<file path="config.mk">
export PLATFORM = sky130hd
export DESIGN_NAME = button_conditioner_flat
export DESIGN_NICKNAME = d
export VERILOG_FILES = /design/src/rtl/quidditch_pkg.sv /design/src/rtl/button_conditioner_if.sv /design/src/rtl/debounce_cell.sv /design/src/rtl/button_conditioner.sv /design/src/flat_wrapper.sv
export SDC_FILE = /design/constraint.sdc
export NUM_CORES = 1
export LEC_CHECK = 0
export CORE_UTILIZATION = 25
export DETAILED_ROUTE_END_ITERATION = 10
export PLACE_DENSITY = 0.45
export RECOVER_POWER = 100
export SLEW_MARGIN = 0
export SYNTH_ARGS = -nofsm -noshare
export SYNTH_HDL_FRONTEND = slang
export SYNTH_SLANG_ARGS = --single-unit
</file>
<file path="constraint.sdc">
create_clock -name clk -period 4.17 [get_ports clk]
set_clock_uncertainty 0.2 [all_clocks]
set_input_delay 0.417 -clock clk [delete_from_list [all_inputs] [get_ports clk]]
set_output_delay 0.417 -clock clk [all_outputs]
set_load 0.1 [all_outputs]
</file>
<file path="src/rtl/quidditch_pkg.sv">
// quidditch_pkg: shared button count, button indices and repeat FSM states
package quidditch_pkg;
    localparam int NUM_BUTTONS = 8;
    localparam int TEAM1_VU = 0;
    localparam int TEAM1_VD = 1;
    localparam int TEAM2_VU = 2;
    localparam int TEAM2_VD = 3;
    localparam int TEAM1_HL = 4;
    localparam int TEAM1_HR = 5;
    localparam int TEAM2_HL = 6;
    localparam int TEAM2_HR = 7;
    typedef enum logic {IDLE, HELD} rpt_state_t;
endpackage

</file>
<file path="src/rtl/button_conditioner_if.sv">
// button_conditioner_if: raw player inputs and conditioned button outputs
interface button_conditioner_if #(parameter int NUM_BUTTONS = quidditch_pkg::NUM_BUTTONS);
    logic                   game_on_switch;
    logic [NUM_BUTTONS-1:0] btn_raw;
    logic [NUM_BUTTONS-1:0] btn_level;
    logic [NUM_BUTTONS-1:0] btn_press;
    logic [NUM_BUTTONS-1:0] btn_move;
    logic                   game_on;
    modport master (output game_on_switch, btn_raw, input btn_level, btn_press, btn_move, game_on);
    modport slave  (input game_on_switch, btn_raw, output btn_level, btn_press, btn_move, game_on);
endinterface

</file>
<file path="src/rtl/debounce_cell.sv">
// debounce_cell: 2-flop synchronizer, stable-count debouncer and rise pulse
module debounce_cell #(
    parameter int DEBOUNCE_CYCLES = 500000
) (
    input  logic clk,
    input  logic reset,
    input  logic raw,
    output logic level,
    output logic rise
);
    localparam int CW = DEBOUNCE_CYCLES > 1 ? $clog2(DEBOUNCE_CYCLES) : 1;
    logic [1:0]    sync;
    logic [CW-1:0] cnt;
    logic          done;
    assign done = (sync[1] != level) && (cnt == CW'(DEBOUNCE_CYCLES - 1));
    always_ff @(posedge clk) begin
        if (reset) begin
            sync  <= '0;
            cnt   <= '0;
            level <= 1'b0;
            rise  <= 1'b0;
        end else begin
            sync  <= {sync[0], raw};
            cnt   <= (sync[1] == level || done) ? '0 : cnt + 1'b1;
            level <= level ^ done;
            rise  <= done & ~level;
        end
    end
endmodule

</file>
<file path="src/rtl/button_conditioner.sv">
// button_conditioner: debounced levels, press pulses and gated movement strobes.
// Define BUTTON_CONDITIONER_REPEAT_EN to add auto-repeat of held buttons.
module button_conditioner #(
    parameter int NUM_BUTTONS     = quidditch_pkg::NUM_BUTTONS,
    parameter int DEBOUNCE_CYCLES = 500000,
    parameter int REPEAT_CYCLES   = 200000
) (
    input logic                 clk,
    input logic                 reset,
    button_conditioner_if.slave bus
);
    import quidditch_pkg::*;
    localparam int RW = REPEAT_CYCLES > 1 ? $clog2(REPEAT_CYCLES) : 1;
    logic [NUM_BUTTONS-1:0] level, press, move;
    logic                   on_level, game_on_rise_unused;
    if (DEBOUNCE_CYCLES < 1 || REPEAT_CYCLES < 1) begin : g_bad_params
        $error("DEBOUNCE_CYCLES and REPEAT_CYCLES must be at least 1");
    end
    debounce_cell #(.DEBOUNCE_CYCLES(DEBOUNCE_CYCLES)) u_game (
        .clk(clk), .reset(reset), .raw(bus.game_on_switch), .level(on_level), .rise(game_on_rise_unused)
    );
    for (genvar g = 0; g < NUM_BUTTONS; g++) begin : g_btn
        logic step;
        debounce_cell #(.DEBOUNCE_CYCLES(DEBOUNCE_CYCLES)) u_db (
            .clk(clk), .reset(reset), .raw(bus.btn_raw[g]), .level(level[g]), .rise(press[g])
        );
`ifdef BUTTON_CONDITIONER_REPEAT_EN
        rpt_state_t    state, state_nx;
        logic [RW-1:0] rcnt, rcnt_nx;
        logic          wrap;
        always_ff @(posedge clk) begin
            if (reset) begin
                state <= IDLE;
                rcnt  <= '0;
            end else begin
                state <= state_nx;
                rcnt  <= rcnt_nx;
            end
        end
        always_comb begin
            wrap     = (state == HELD) && level[g] && (rcnt == RW'(REPEAT_CYCLES - 1));
            rcnt_nx  = (state == HELD && !wrap) ? rcnt + 1'b1 : '0;
            state_nx = (state == IDLE) ? (press[g] ? HELD : IDLE) : (level[g] ? HELD : IDLE);
        end
        assign step = press[g] | wrap;
`else
        assign step = press[g];
`endif
        // opposing directions held together cancel each other's strobes
        assign move[g] = step & on_level & ~(level[g] & level[g ^ 1]);
    end
    assign bus.btn_level = level;
    assign bus.btn_press = press;
    assign bus.btn_move  = move;
    assign bus.game_on   = on_level;
endmodule
</file>
<file path="src/flat_wrapper.sv">
// flat-port wrapper written by rule: the top's interface ports become plain ports
module button_conditioner_flat import quidditch_pkg::*;
#(
    parameter int NUM_BUTTONS     = quidditch_pkg::NUM_BUTTONS,
    parameter int DEBOUNCE_CYCLES = 500000,
    parameter int REPEAT_CYCLES   = 200000
)
  (clk, reset, bus_game_on_switch, bus_btn_raw, bus_btn_level, bus_btn_press, bus_btn_move, bus_game_on);
  button_conditioner_if #(.NUM_BUTTONS(NUM_BUTTONS)) bus_i ();
  input logic clk;
  input logic reset;
  input wire logic [$bits(bus_i.game_on_switch)-1:0] bus_game_on_switch;
  input wire logic [$bits(bus_i.btn_raw)-1:0] bus_btn_raw;
  output wire logic [$bits(bus_i.btn_level)-1:0] bus_btn_level;
  output wire logic [$bits(bus_i.btn_press)-1:0] bus_btn_press;
  output wire logic [$bits(bus_i.btn_move)-1:0] bus_btn_move;
  output wire logic [$bits(bus_i.game_on)-1:0] bus_game_on;
  assign bus_i.game_on_switch = bus_game_on_switch;
  assign bus_i.btn_raw = bus_btn_raw;
  assign bus_btn_level = bus_i.btn_level;
  assign bus_btn_press = bus_i.btn_press;
  assign bus_btn_move = bus_i.btn_move;
  assign bus_game_on = bus_i.game_on;
  button_conditioner #(.NUM_BUTTONS(NUM_BUTTONS), .DEBOUNCE_CYCLES(DEBOUNCE_CYCLES), .REPEAT_CYCLES(REPEAT_CYCLES)) u_core (.clk(clk), .reset(reset), .bus(bus_i));
endmodule
</file>
== Word level (Yosys, flattened, before mapping) ==
Cells that the tools add are included.
Word-level totals
  flip-flop bits (word level): 206
  bits of input ports: 11
  output and inout port bits: 25
  word-level logic and storage cells: 147
Cells by class
  add/subtract/negate cells: 9
  eq/ne operators: 27
  bitwise gates (word level): 49
  reductions and logical operators: 27
Operators with widths (count)
  $add A19 B1 Y19 const B: 9
  $eq A19 B19 Y1 const B: 9
  $and A1 B1 Y1: 28
  $reduce_or A2 Y1: 9
  $not A1 Y1: 12
  $eq A1 B1 Y1: 9
  $logic_and A1 B1 Y1: 9
  $logic_or A1 B1 Y1: 9
  $ne A1 B1 Y1: 9
  $xor A1 B1 Y1: 9

== Longest topological paths before layout ==
  depth in word-level cells: 4
  gate-level depth with buffers: 7
  gate-level depth less buffers: 5

== Cells and area by module ==
Synthesis repeated with hierarchy kept, for this count alone.
Unflattened totals
  cell total of the unflattened synthesis: 992
  area total of the unflattened synthesis: 9133.8 µm²
By module, submodules not included
  debounce_cell: instances 9, cells an instance 108, area each 1001.0 µm², sequential area each 460.4 µm²
  button_conditioner: instances 1, cells an instance 20, area each 125.1 µm², sequential area each 0.0 µm²

== Worst setup path after synthesis ==
Ideal clock, no wire load.
  path type: reg2out
  from: reg with a tool-made name
  to: out bus_btn_move[0]
  arrival: 2047 ps
  data required time: 3553 ps
  slack: 1506 ps
  cell stages (with the launch flop): 3
  buffers on the path: 1
  path through: dfxtp_1 -> clkbuf_1 -> and3_1
RTL lines
  to (decl): RTL line flat_wrapper.sv:16  | output wire logic [$bits(bus_i.btn_move)-1:0] bus_btn_move;

== Final worst setup path ==
  from: reg u_core.g_btn[4].u_db.cnt[11]
  to: reg u_core.g_btn[4].u_db.cnt[15]
On the way
  longest elaborated chain between the ends: 4
  elaborated cells on any way between the ends: 5
  those cells by class: add/sub: 1; eq/ne: 1; reduce/logical: 3
Ends and longest elaborated chain
  from (decl): RTL line debounce_cell.sv:13  | logic [CW-1:0] cnt;
  from (signal assigned): RTL line debounce_cell.sv:24  | cnt <= (sync[1] == level || done) ? '0 : cnt + 1'b1;
  branches (longest 4 deep; another with $add A19 B1 Y19)
Several ways; the timed one is not identified.
A chain may end at the register's enable or synchronous reset.

==> flow_summary.toml <==
[outcome]
status = "finished, violations left"
violations = "design-rule violations, max-capacitance violations, max-slew violations"

[sta]
max_slew_margin_pct = -25.9
fmax_ghz = 0.291
rsz0062_at_grt = "false"
maxSlewViolCount = 18
setup_viol = 0
final_hold_viol_count = 0
worstMarginPinSlew_ps = 1870
fin_setup_tns_ps = 0
period_needed_ps = 3430
holdWs_ps = 234
fin_crit_sh_pct = 82.3

[floorplan]
rows = 69
dieArea_um2 = 37200
die_x_um = 193
ios = 36
initial_core_util_pct = 25.5
dieHeight_um = 193
design.core.area_um2 = 35700

[global_route]
use_met1_pct = 14.5
busiest_layer = "met2"
antenna_found_initial = 1
grt_pass1_vias = 6639
gr-usage-all-layers_pct = 10.6
grt_start_max_net_pins = 33
grtUsageMet2_pct = 16.9
grt_pass1_wl_mm = 32.8
met3_usage_pct = 1.84
grt-ovfl-total = 0

[drt]
drc_errors = 2
viasPerCell = 4.50
ant_nets = 0
drtIter0Drc = 325
drt-total-wl_mm = 19.0
avgRoutedWirePerCell_um = 12.2
vias = 6977
drt-pass1-iter-count = 9

[critical_path]
crit_path_start_kind = "flop"
crit_fanout = 17
critical_path_arrival_ps = 3560
end_kind = "flop"
critical_path.startpoint = "u_core.g_btn[4].u_db.cnt[11]"
crit_required_ps = 4290
criticalPathCategory = "flop to flop"
r2r-start = "u_core.g_btn[4].u_db.cnt[11]"

[synth]
ys_seq_elements = 206
synth_enable_flop_cells = 0
synth_cell_types = 46
synth_area_leaders = "dfxtp_1 45%, xnor2_1 8.9%, nor2_1 7.2%"
synthSimpleGateAreaFrac_pct = 31.6
syn_avg_cell_area_um2 = 8.78
syn_area_um2 = 9110
yosysTopAreaCell = "dfxtp_1"
synth_compound_area_share_pct = 4.37
synth_mux_area_share_pct = 0.879
syn_nets = 1057
ys.flop_type = "dfxtp_1"
synth_top_area_share_pct = 45.3
yosys.area_share.adder_pct = 1.24
synth-xor-area-share_pct = 12.9
synth_top_family_by_area = "simple AND/OR/NAND/NOR gates"
netlist_instances = 1037
ys_seq_area_share_pct = 45.3
async_flop_share_pct = 0
yosys_warnings = 0

[hold_path]
hp-start = "u_core.g_btn[6].u_db.sync[0]"
worstHoldPathType = "flop to flop"

[pwr]
power_density_nw_per_um2 = 399
finalPower_w = 0.00427
vdd_drop_max_v = 0.000286
p_leak_nw = 3.15

[finish]
drive_gt1_share_pct = 5.05
multi_input_area_um2 = 4630
n_fill_cell = 3824
nets = 1089
regArea_um2 = 4120
final_core_util_pct = 29.9
area_growth_pct = 17.4

[cts]
cts.sink_count = 206
post_cts_buffers = 0
cts_made_buffers = 26
insertion_delay_ps = 520
cts_buffer_depth = 3
cts_tree = "built"
cts_hold_buf = 0
cts_resized = 0
root_buffer = "clkbuf_16"
htreeDepth = 1
cts.clk_slew.worst_paths_ps = 60

[place]
dpl.hpwl_mm = 13.1
place_congestion = 0.716
io_buffers = 35

[job]
maxCapViolCount = 1
[sequential cells by signal (all words and copies together), names as in the netlist, named ones only]
name / flops
u_core.g_btn.u_db.sync: 16
u_core.u_game.cnt: 19
u_core.g_btn.u_db.rise: 8
u_core.g_btn.u_db.cnt: 152
u_core.u_game.sync: 2
[cells by family (layout without fill, tap and decap cells)]
family,after synthesis,in the layout
multiplexers,8,8
flip-flops,206,206
XOR/XNOR,134,134
buffers and inverters,72,124
AND/OR/NAND/NOR,541,541
adder cells (fa/ha/maj),9,9
AO/OA/AOI/OAI,67,67
other,0,1
[layout by cell type (no fill, tap or decap), types with 20 or more instances in the layout]
| master | count |
|---|---|
| dfxtp_1 | 206 |
| nor2_1 | 175 |
| xnor2_1 | 93 |
| nand3_1 | 67 |
| nand4_1 | 49 |
| nand2_1 | 44 |
| xor2_1 | 41 |
| nor4_1 | 37 |
| nor3_1 | 33 |
| inv_1 | 32 |
| a21oi_1 | 28 |
| and3_1 | 27 |
| clkbuf_16 | 27 |
| dlygate4sd3_1 | 24 |
| o21ai_0 | 23 |
| nor2b_1 | 20 |
[final cells by class]
class | count | area share [%]
Sequential cell | 206 | 38.6
Antenna cell | 1 | 0.0234
Clock buffer | 42 | 7.59
Inverter | 32 | 1.12
Clock inverter | 6 | 0.573
Tap cell | 461 | 5.39
Timing Repair Buffer | 44 | 3.47
Multi-Input combinational cell | 759 | 43.3
[per-layer routing]
metal  wire length, um  vias to the layer above
met5                 0                        -
met2              8320                       68
li1                  -                     3724
met4               369                        0
met1              9620                     3160
met3               676                       25
[metrics by stage]
stage          instances  setup WS, ps  instance area [um^2]
2_1_floorplan       1037          1510                  9110
3_3_place_gp        1502          1370                  9870
3_5_place_dp        1502          1360                  9870
4_1_cts             1550           819                 10700
5_1_grt             1550           413                 10700
6_report            1551           738                 10700
[path summary, 6_finish.rpt]
path                                  end  slack [ps]  cells past startpoint
max          u_core.g_btn[4].u_db.cnt[15]         740                      4
min reg2reg  u_core.g_btn[6].u_db.sync[1]         230                      1
max reg2reg  u_core.g_btn[4].u_db.cnt[15]         740                      4
min          u_core.g_btn[6].u_db.sync[1]         230                      1
[cell usage after synthesis (2+ instances only)]
cell and number:
nand3b_1 2, or3b_2 2, xor2_1 41, nor4bb_1 5, nand4_1 48, clkbuf_1 21
nand3_1 67, nand2_1 44, buf_4 16, mux2i_1 8, a21oi_1 28, ha_1 9
nand4b_1 6, and4_1 12, or4_1 13, or2_2 2, buf_2 2, a31o_2 3
o21ai_0 14, nand2b_1 13, nor2b_1 20, dfxtp_1 206, or4b_2 3, nor4b_1 18
nor3_1 33, o21ai_1 8, inv_1 32, o31ai_1 7, nand4bb_1 2, xnor2_1 93
or3_1 8, nor2_1 175, and3_1 27, nor4_1 37
[power breakdown]
group	switching, W	leakage [nW]	internal [W]
sequential	0.00000688	1.66	0.00198
clock	0.000849	0.429	0.00139
combinational	0.0000272	1.06	0.0000195
[worst max-delay path, stage by stage (launching register included)]
cell	delay, ps
dfxtp_1	350
or4b_2	680
or4_4	460
o21ai_0	1430
nor2_1	130
(Power assumes the default switching activity.)
